### config.mk
export PLATFORM = sky130hd
export DESIGN_NAME = alu_op_sequencer
export DESIGN_NICKNAME = d
export VERILOG_FILES = /design/src/rtl/alu_op_sequencer.sv
export SDC_FILE = /design/constraint.sdc
export NUM_CORES = 1
export LEC_CHECK = 0
export ABC_AREA = 1
export ABC_CLOCK_PERIOD_IN_PS = 2500
export BUFFER_PORTS_ARGS = -buffer_cell sky130_fd_sc_hd__buf_2
export CAP_MARGIN = 40
export CORE_MARGIN = 2
export CORE_UTILIZATION = 51
export CTS_CLUSTER_DIAMETER = 100
export DETAILED_ROUTE_END_ITERATION = 10
export PLACE_DENSITY = 0.77
export SETUP_SLACK_MARGIN = 0.1
export SLEW_MARGIN = 20
export SYNTH_ARGS = -nofsm -noshare
export SYNTH_HDL_FRONTEND = slang
export SYNTH_SLANG_ARGS = --single-unit
### constraint.sdc
create_clock -name clk -period 2.5 [get_ports clk]
set_input_delay 0.5 -clock clk [delete_from_list [all_inputs] [get_ports clk]]
set_output_delay 0.5 -clock clk [all_outputs]
set_load 0.005 [all_outputs]
### src/rtl/alu_op_sequencer.sv
// Command front-end and checker for a registered 4-bit ALU stage: issues one
// operation, samples the result after LAT edges and compares it with a golden model.
module alu_op_sequencer #(
   parameter int unsigned LAT = 2
) (
   input  logic       clk,
   input  logic       reset,
   input  logic       cmd_valid,
   output logic       cmd_ready,
   input  logic [3:0] cmd_a,
   input  logic [3:0] cmd_b,
   input  logic [1:0] cmd_s,
   input  logic       cmd_cin,
   output logic [3:0] alu_a,
   output logic [3:0] alu_b,
   output logic [1:0] alu_s,
   output logic       alu_cin,
   input  logic [3:0] alu_d,
   input  logic       alu_cout,
   output logic       rsp_valid,
   input  logic       rsp_ready,
   output logic [3:0] rsp_d,
   output logic       rsp_cout,
   output logic       rsp_err,
   output logic [7:0] err_count
);

   typedef enum logic [1:0] {IDLE, WAIT, RESP} state_t;

   localparam logic [2:0] LAT_C = 3'(LAT);

   state_t     state_q, state_d;
   logic [2:0] cnt_q, cnt_d;
   logic       cmd_ready_q, cmd_ready_d;
   logic [3:0] alu_a_q, alu_a_d, alu_b_q, alu_b_d;
   logic [1:0] alu_s_q, alu_s_d;
   logic       alu_cin_q, alu_cin_d;
   logic [4:0] exp_q, exp_d;
   logic       rsp_valid_q, rsp_valid_d;
   logic [3:0] rsp_d_q, rsp_d_d;
   logic       rsp_cout_q, rsp_cout_d;
   logic       rsp_err_q, rsp_err_d;
   logic [7:0] err_count_q, err_count_d;
   logic       accept;
   logic       mismatch;

   // Mirrors the ALU B-path mux: B, ~B, 0 or all-ones, then A + M + Cin.
   function automatic logic [4:0] golden(input logic [3:0] a, input logic [3:0] b,
                                         input logic [1:0] s, input logic cin);
      logic [3:0] m;
      case (s)
         2'b00:   m = b;
         2'b01:   m = ~b;
         2'b10:   m = 4'h0;
         default: m = 4'hF;
      endcase
      return {1'b0, a} + {1'b0, m} + {4'b0, cin};
   endfunction

   assign accept   = (state_q == IDLE) && cmd_ready_q && cmd_valid;
   assign mismatch = ({alu_cout, alu_d} != exp_q);

   always_comb begin
      state_d     = state_q;
      cnt_d       = cnt_q;
      alu_a_d     = alu_a_q;
      alu_b_d     = alu_b_q;
      alu_s_d     = alu_s_q;
      alu_cin_d   = alu_cin_q;
      exp_d       = exp_q;
      rsp_d_d     = rsp_d_q;
      rsp_cout_d  = rsp_cout_q;
      rsp_err_d   = rsp_err_q;
      err_count_d = err_count_q;

      case (state_q)
         IDLE: begin
            if (accept) begin
               alu_a_d   = cmd_a;
               alu_b_d   = cmd_b;
               alu_s_d   = cmd_s;
               alu_cin_d = cmd_cin;
               exp_d     = golden(cmd_a, cmd_b, cmd_s, cmd_cin);
               cnt_d     = LAT_C;
               state_d   = WAIT;
            end
         end
         WAIT: begin
            if (cnt_q == 3'd0) begin
               rsp_d_d    = alu_d;
               rsp_cout_d = alu_cout;
               rsp_err_d  = mismatch;
               if (mismatch && (err_count_q != 8'hFF))
                  err_count_d = err_count_q + 8'd1;
               state_d = RESP;
            end else begin
               cnt_d = cnt_q - 3'd1;
            end
         end
         RESP: begin
            if (rsp_ready)
               state_d = IDLE;
         end
         default: state_d = IDLE;
      endcase

      // Registered handshakes follow the state being entered.
      cmd_ready_d = (state_d == IDLE);
      rsp_valid_d = (state_d == RESP);
   end

   always_ff @(posedge clk or negedge reset) begin
      if (!reset) begin
         state_q     <= IDLE;
         cnt_q       <= 3'd0;
         cmd_ready_q <= 1'b0;
         alu_a_q     <= 4'h0;
         alu_b_q     <= 4'h0;
         alu_s_q     <= 2'b00;
         alu_cin_q   <= 1'b0;
         exp_q       <= 5'h00;
         rsp_valid_q <= 1'b0;
         rsp_d_q     <= 4'h0;
         rsp_cout_q  <= 1'b0;
         rsp_err_q   <= 1'b0;
         err_count_q <= 8'h00;
      end else begin
         state_q     <= state_d;
         cnt_q       <= cnt_d;
         cmd_ready_q <= cmd_ready_d;
         alu_a_q     <= alu_a_d;
         alu_b_q     <= alu_b_d;
         alu_s_q     <= alu_s_d;
         alu_cin_q   <= alu_cin_d;
         exp_q       <= exp_d;
         rsp_valid_q <= rsp_valid_d;
         rsp_d_q     <= rsp_d_d;
         rsp_cout_q  <= rsp_cout_d;
         rsp_err_q   <= rsp_err_d;
         err_count_q <= err_count_d;
      end
   end

   assign cmd_ready = cmd_ready_q;
   assign alu_a     = alu_a_q;
   assign alu_b     = alu_b_q;
   assign alu_s     = alu_s_q;
   assign alu_cin   = alu_cin_q;
   assign rsp_valid = rsp_valid_q;
   assign rsp_d     = rsp_d_q;
   assign rsp_cout  = rsp_cout_q;
   assign rsp_err   = rsp_err_q;
   assign err_count = err_count_q;

endmodule

# Word level (Yosys, flattened, before mapping)

Cells that the tools add are included.

Register bits: 37
Latch bits: 0
RAM bits: 0
Bits in read-only memories: 0
Input bits: 20
Output and inout bits: 27
Word-level logic and storage cells: 49
Memories: 0

Add/subtract/negate cells: 4
$mul: 0
Div/mod/pow operators: 0
$lt $le $gt $ge: 0
Equal/unequal tests: 9
Shifts and indexed selects: 0
Muxes and demuxes: 10
Bitwise operators: 1
Reductions and logical operators: 12

Operators with widths:

| operator                                            | count |
|---|---|
| one-hot mux 4 bit (3 select lines)                  | 1 |
| adder 8 x 1 -> 8 bit, second input constant         | 1 |
| 2-to-1 mux 4 bit                                    | 2 |
| != test 8 bit, second input constant                | 1 |
| equality test 2 bit, second input constant          | 3 |
| logical NOT 2 bit                                   | 3 |
| 2-to-1 mux 2 bit                                    | 3 |
| 2-to-1 mux 3 bit                                    | 2 |
| one-hot mux 2 bit (3 select lines)                  | 1 |
| one-hot mux 3 bit (2 select lines)                  | 1 |
| AND reduction 3 bit                                 | 2 |
| adder 4 x 4 -> 5 bit                                | 1 |
| adder 5 x 1 -> 5 bit                                | 1 |
| != test 5 bit                                       | 1 |
| equality test 2 x 1 -> 1 bit, second input constant | 2 |
| != test 2 bit, second input constant                | 2 |
| inverter 4 bit                                      | 1 |
| AND reduction 2 bit                                 | 2 |
| logical AND 1 bit                                   | 3 |
| logical NOT 3 bit                                   | 1 |
| subtractor 3 x 1 -> 3 bit, second input constant    | 1 |
| nonzero test 2 bit                                  | 1 |

# Logic depth before layout (Yosys ltp)

Word-level depth: 7
Depth in mapped cells: 13
Depth with buffers taken out: 13

# Least setup slack after synthesis

Ideal clock, no wire load.

Path type: input port to flip-flop
Start point: input port cmd_s[0]
End point: register exp_q[1]
Setup time: 0.126 ns
Arrival time: 1.739 ns
Data required time: 2.374 ns
Slack: 0.635 ns
Stages: 9
Buffers on the path: 0
Path through: inv_1 -> nand2_1 -> nand3_1 -> o21ai_0 -> fa_1 -> inv_1 -> fa_1 -> nand2_1 -> o21ai_0

Word-level cells in the longest chain between the ends: 6
Elaborated cells on any way between the ends: 8
Classes of those cells: add/sub: 2; eq/ne: 2; mux: 3; reduce/logical: 1

Ends and longest elaborated chain:

| element                                     | line | RTL |
|---|---|---|
| from (decl)                                 | 12   | `input logic [1:0] cmd_s,` |
| equality test 2 bit (tied with other cells) | 51   | `case (s)` |
| one-hot mux 4 bit (3 select lines) (*)      | 51   |  |
| 2-to-1 mux 4 bit (*)                        | 78   | `if (accept) begin` |
| 2-to-1 mux 4 bit (*)                        | 76   | `case (state_q)` |
| adder 4 x 4 -> 5 bit (*)                    | 57   | `return {1'b0, a} + {1'b0, m} + {4'b0, cin};` |
| adder 5 x 1 -> 5 bit (*)                    | 57   |  |
| to (signal assigned)                        | 135  | `exp_q <= exp_d;` |
| to (decl)                                   | 38   | `logic [4:0] exp_q, exp_d;` |

Every way passes the cells marked *; elsewhere a longest branch is shown, timed or not. The select of a mux whose other input is x is not followed.
A chain may end at the register's enable or synchronous reset.

# Final worst setup path

Ends and elaborated chain as after synthesis.

==> flow_metrics.py <==
metrics = {
    "yosys": {
        "syn-num-nets": 259,
        "async_reset_ff_frac": 1.000,
        "seq_area_frac_synth": 0.4818,
        "synth_compound_area_frac": 0.06576,
        "ys_ff_latch": 37,
        "synthSimpleGateAreaFrac": 0.3060,
        "ys.flop_type": "dfrtp_1",
        "yosysWarnings": 0,
        "synth_cells": 231,
        "synth_enable_flop_cells": 0,
        "synth-adder-area-share": 0.05990,
        "postSynthAreaPerCell_um2": 8.320,
        "synth_cell_types": 28,
        "synthMuxAreaShare": 0,
        "synthXorXnorAreaFrac": 0.02279,
        "synth_top_family_by_area": "simple AND/OR/NAND/NOR gates",
        "synth_area_mm2": 0.001922,
    },
    "setup_path": {
        "rr_startpoint": "cnt_q[0]$_DFFE_PN0P_",
        "endpoint": "exp_q[1]$_DFFE_PN0P_",
        "reg2reg_setup_slack_ns": 0.88,
        "cp.arrival_ns": 2.00,
        "critPathCaptureType": "flip-flop",
        "path_class": "in2reg",
        "crit_fanout": 6,
        "slowest_stage": "fa_1",
        "path_cells": "buf_2 -> inv_1 -> nand2_1 -> nand3_1 -> o21ai_0 -> fa_1 -> inv_1 -> fa_1 -> nand2_1 -> o21ai_0",
        "cp-start-kind": "input pin",
        "reg2reg_depth": 7,
        "crit_cells": 10,
        "startpoint": "cmd_s[0]",
        "path_delay_family": "adder cells",
        "timing.rr.end": "cmd_ready$_DFF_PN0_",
        "critical_path_required_ns": 2.66,
        "critPathMaxStageDelay_ns": 0.41,
        "critPathBufInv": 3,
    },
    "pwr": {
        "p_per_area_mw_per_mm2": 965.3,
        "total_power_mw": 2.228,
        "ir_drop_mv": 0.5514,
        "p_leak_nw": 1.284,
    },
    "timing": {
        "fin_crit_sh": 0.7344,
        "tightestPinTransition_ns": 0.3535,
        "slew_headroom": 0.7638,
        "setup_tns_ns": 0,
        "skew_ns": 0.002474,
        "fin_hold_ws_ns": 0.09963,
        "setup_violations": 0,
        "final_max_slew_viol_count": 0,
        "max_clock_freq_mhz": 544.7,
        "final-hold-violation-count": 0,
        "rsz0062_at_grt": "false",
        "layout_min_cycle_time_ns": 1.836,
    },
    "cts": {
        "clk_path_buf_depth": 2,
        "cts_setup_buffers": 0,
        "insertion_delay_ns": 0.28,
        "cts_root_buf": "clkbuf_8",
        "cts_sinks": 37,
        "cts_tree": "built",
        "htree_num_levels": 2,
        "path_clk_slew_ns": 0.07,
        "ctsResizeCount": 0,
        "cts-buffers-inserted": 5,
        "hold_buffers": 0,
    },
    "route": {
        "met2WireLength_um": 1769,
        "ant_nets": 0,
        "drtIter0Drc": 73,
        "finalWirelength_um": 3695,
        "wl_met3_um": 220,
        "vias_per_cell": 4.891,
        "drcViolationCount": 0,
        "firstDrtPassIters": 4,
        "top_layer": "met4",
        "wl_met1_um": 1654,
        "vias": 1609,
        "wl_per_cell_um": 11.23,
    },
    "die": {
        "core_area_mm2": 0.003633,
        "dieWidth_um": 65.39,
        "die_area_mm2": 0.004275,
        "start_util": 0.5289,
        "die_h_um": 65.39,
        "num_rows": 22,
        "pin_count": 47,
    },
    "global_routing": {
        "grt_overflow": 0,
        "grt_pass1_wl_um": 6382,
        "antenna_found_initial": 0,
        "grt_start_max_net_pins": 38,
        "grt_pass1_vias": 1470,
        "grt_use_total": 0.1963,
    },
    "layout": {
        "fin_nets": 309,
        "multi_input_area_um2": 873.3,
        "seq_area_um2": 925.9,
        "drive_above_1_share": 0.2491,
        "n_fill_cell": 347,
        "antennaDiodeCount": 0,
        "syn2layout_area_growth_pct": 20.12,
    },
    "place": {
        "gp_congestion": 0.8411,
        "port_buffers": 46,
        "dp_hpwl_um": 2773,
    },
    "run_status": {
        "outcome": "complete, no violations",
    },
    "hold_path": {
        "hp-class": "in2async",
    },
    "run": {
        "cap_viol_max_count": 0,
    },
}
[layout by cell type (no fill, tap or decap), types with 3 or more instances in the layout]
cell type | Yosys | layout
clkbuf_8 | 0 | 6
ha_1 | 6 | 6
buf_2 | 2 | 46
o21ai_0 | 10 | 10
nand4_1 | 8 | 8
nor2_1 | 13 | 13
xor2_1 | 3 | 3
nand2_1 | 88 | 88
inv_2 | 6 | 6
o21ai_1 | 4 | 4
inv_1 | 19 | 19
dfrtp_1 | 37 | 37
a31oi_1 | 5 | 5
nand3_1 | 6 | 6
[cell usage after synthesis (3+ instances only)]
master	number	area (um^2)
dfrtp_1	37	925.9
inv_2	6	22.52
nor2_1	13	48.80
ha_1	6	75.07
nand3_1	6	30.03
inv_1	19	71.32
xor2_1	3	26.28
a31oi_1	5	31.28
o21ai_1	4	20.02
nand4_1	8	50.05
o21ai_0	10	50.05
nand2_1	88	330.3
[registers in the layout (all words and copies together), names as in the netlist, 2 cells and up]
| name | flops |
|---|---|
| cnt_q | 3 |
| alu_a | 4 |
| state_q | 2 |
| alu_b | 4 |
| rsp_d | 4 |
| err_count | 8 |
| exp_q | 5 |
| alu_s | 2 |
[cells by family after synthesis]
logic type / Yosys count
XOR/XNOR: 5
AND/OR/NAND/NOR: 127
flip-flops: 37
buffers and inverters: 31
AO/OA/AOI/OAI: 23
adder cells (fa/ha/maj): 8
[area by class of cell]
| class | instances | area share |
|---|---|---|
| timing repair buffer | 48 | 0.1149 |
| clock buffer | 7 | 0.03740 |
| tap | 48 | 0.02602 |
| multi-input combinational | 163 | 0.3783 |
| sequential | 37 | 0.4011 |
| inverter | 26 | 0.04228 |
[report_power, final]
part	switching, mW	leakage (nW)	internal (mW)	total, mW
Clock	0.189	0.0443	0.218	0.408
Combinational	0.485	0.774	0.347	0.832
Sequential	0.147	0.466	0.841	0.989
[worst min-delay path by stage]
stage	to	cells after the start
3_5_place_dp	rsp_d[0]$_DFFE_PN0P_	2
6_report	rsp_d[0]$_DFFE_PN0P_	1
4_1_cts	rsp_d[0]$_DFFE_PN0P_	1
5_1_grt	rsp_err$_DFFE_PN0P_	1
2_1_floorplan	alu_a[0]$_DFFE_PN0P_	0
3_3_place_gp	rsp_d[0]$_DFFE_PN0P_	2
[routing by layer]
layer  GRT usage  vias up
li1            -      831
met1      0.2415      731
met2      0.3265       40
met3     0.05993        7
met4     0.07031        0
met5           0        -
[through the flow]
stage	utilization	std cells	cell area (um^2)	setup WS (ns)
2_1_floorplan	-	231	1922	0.6352
3_3_place_gp	0.6040	321	2195	0.4222
3_5_place_dp	0.6040	321	2195	0.3534
4_1_cts	0.6278	328	2281	0.6546
5_1_grt	0.6353	329	2308	0.5172
6_report	0.6353	329	2308	0.6640
(Power assumes the default switching activity.)
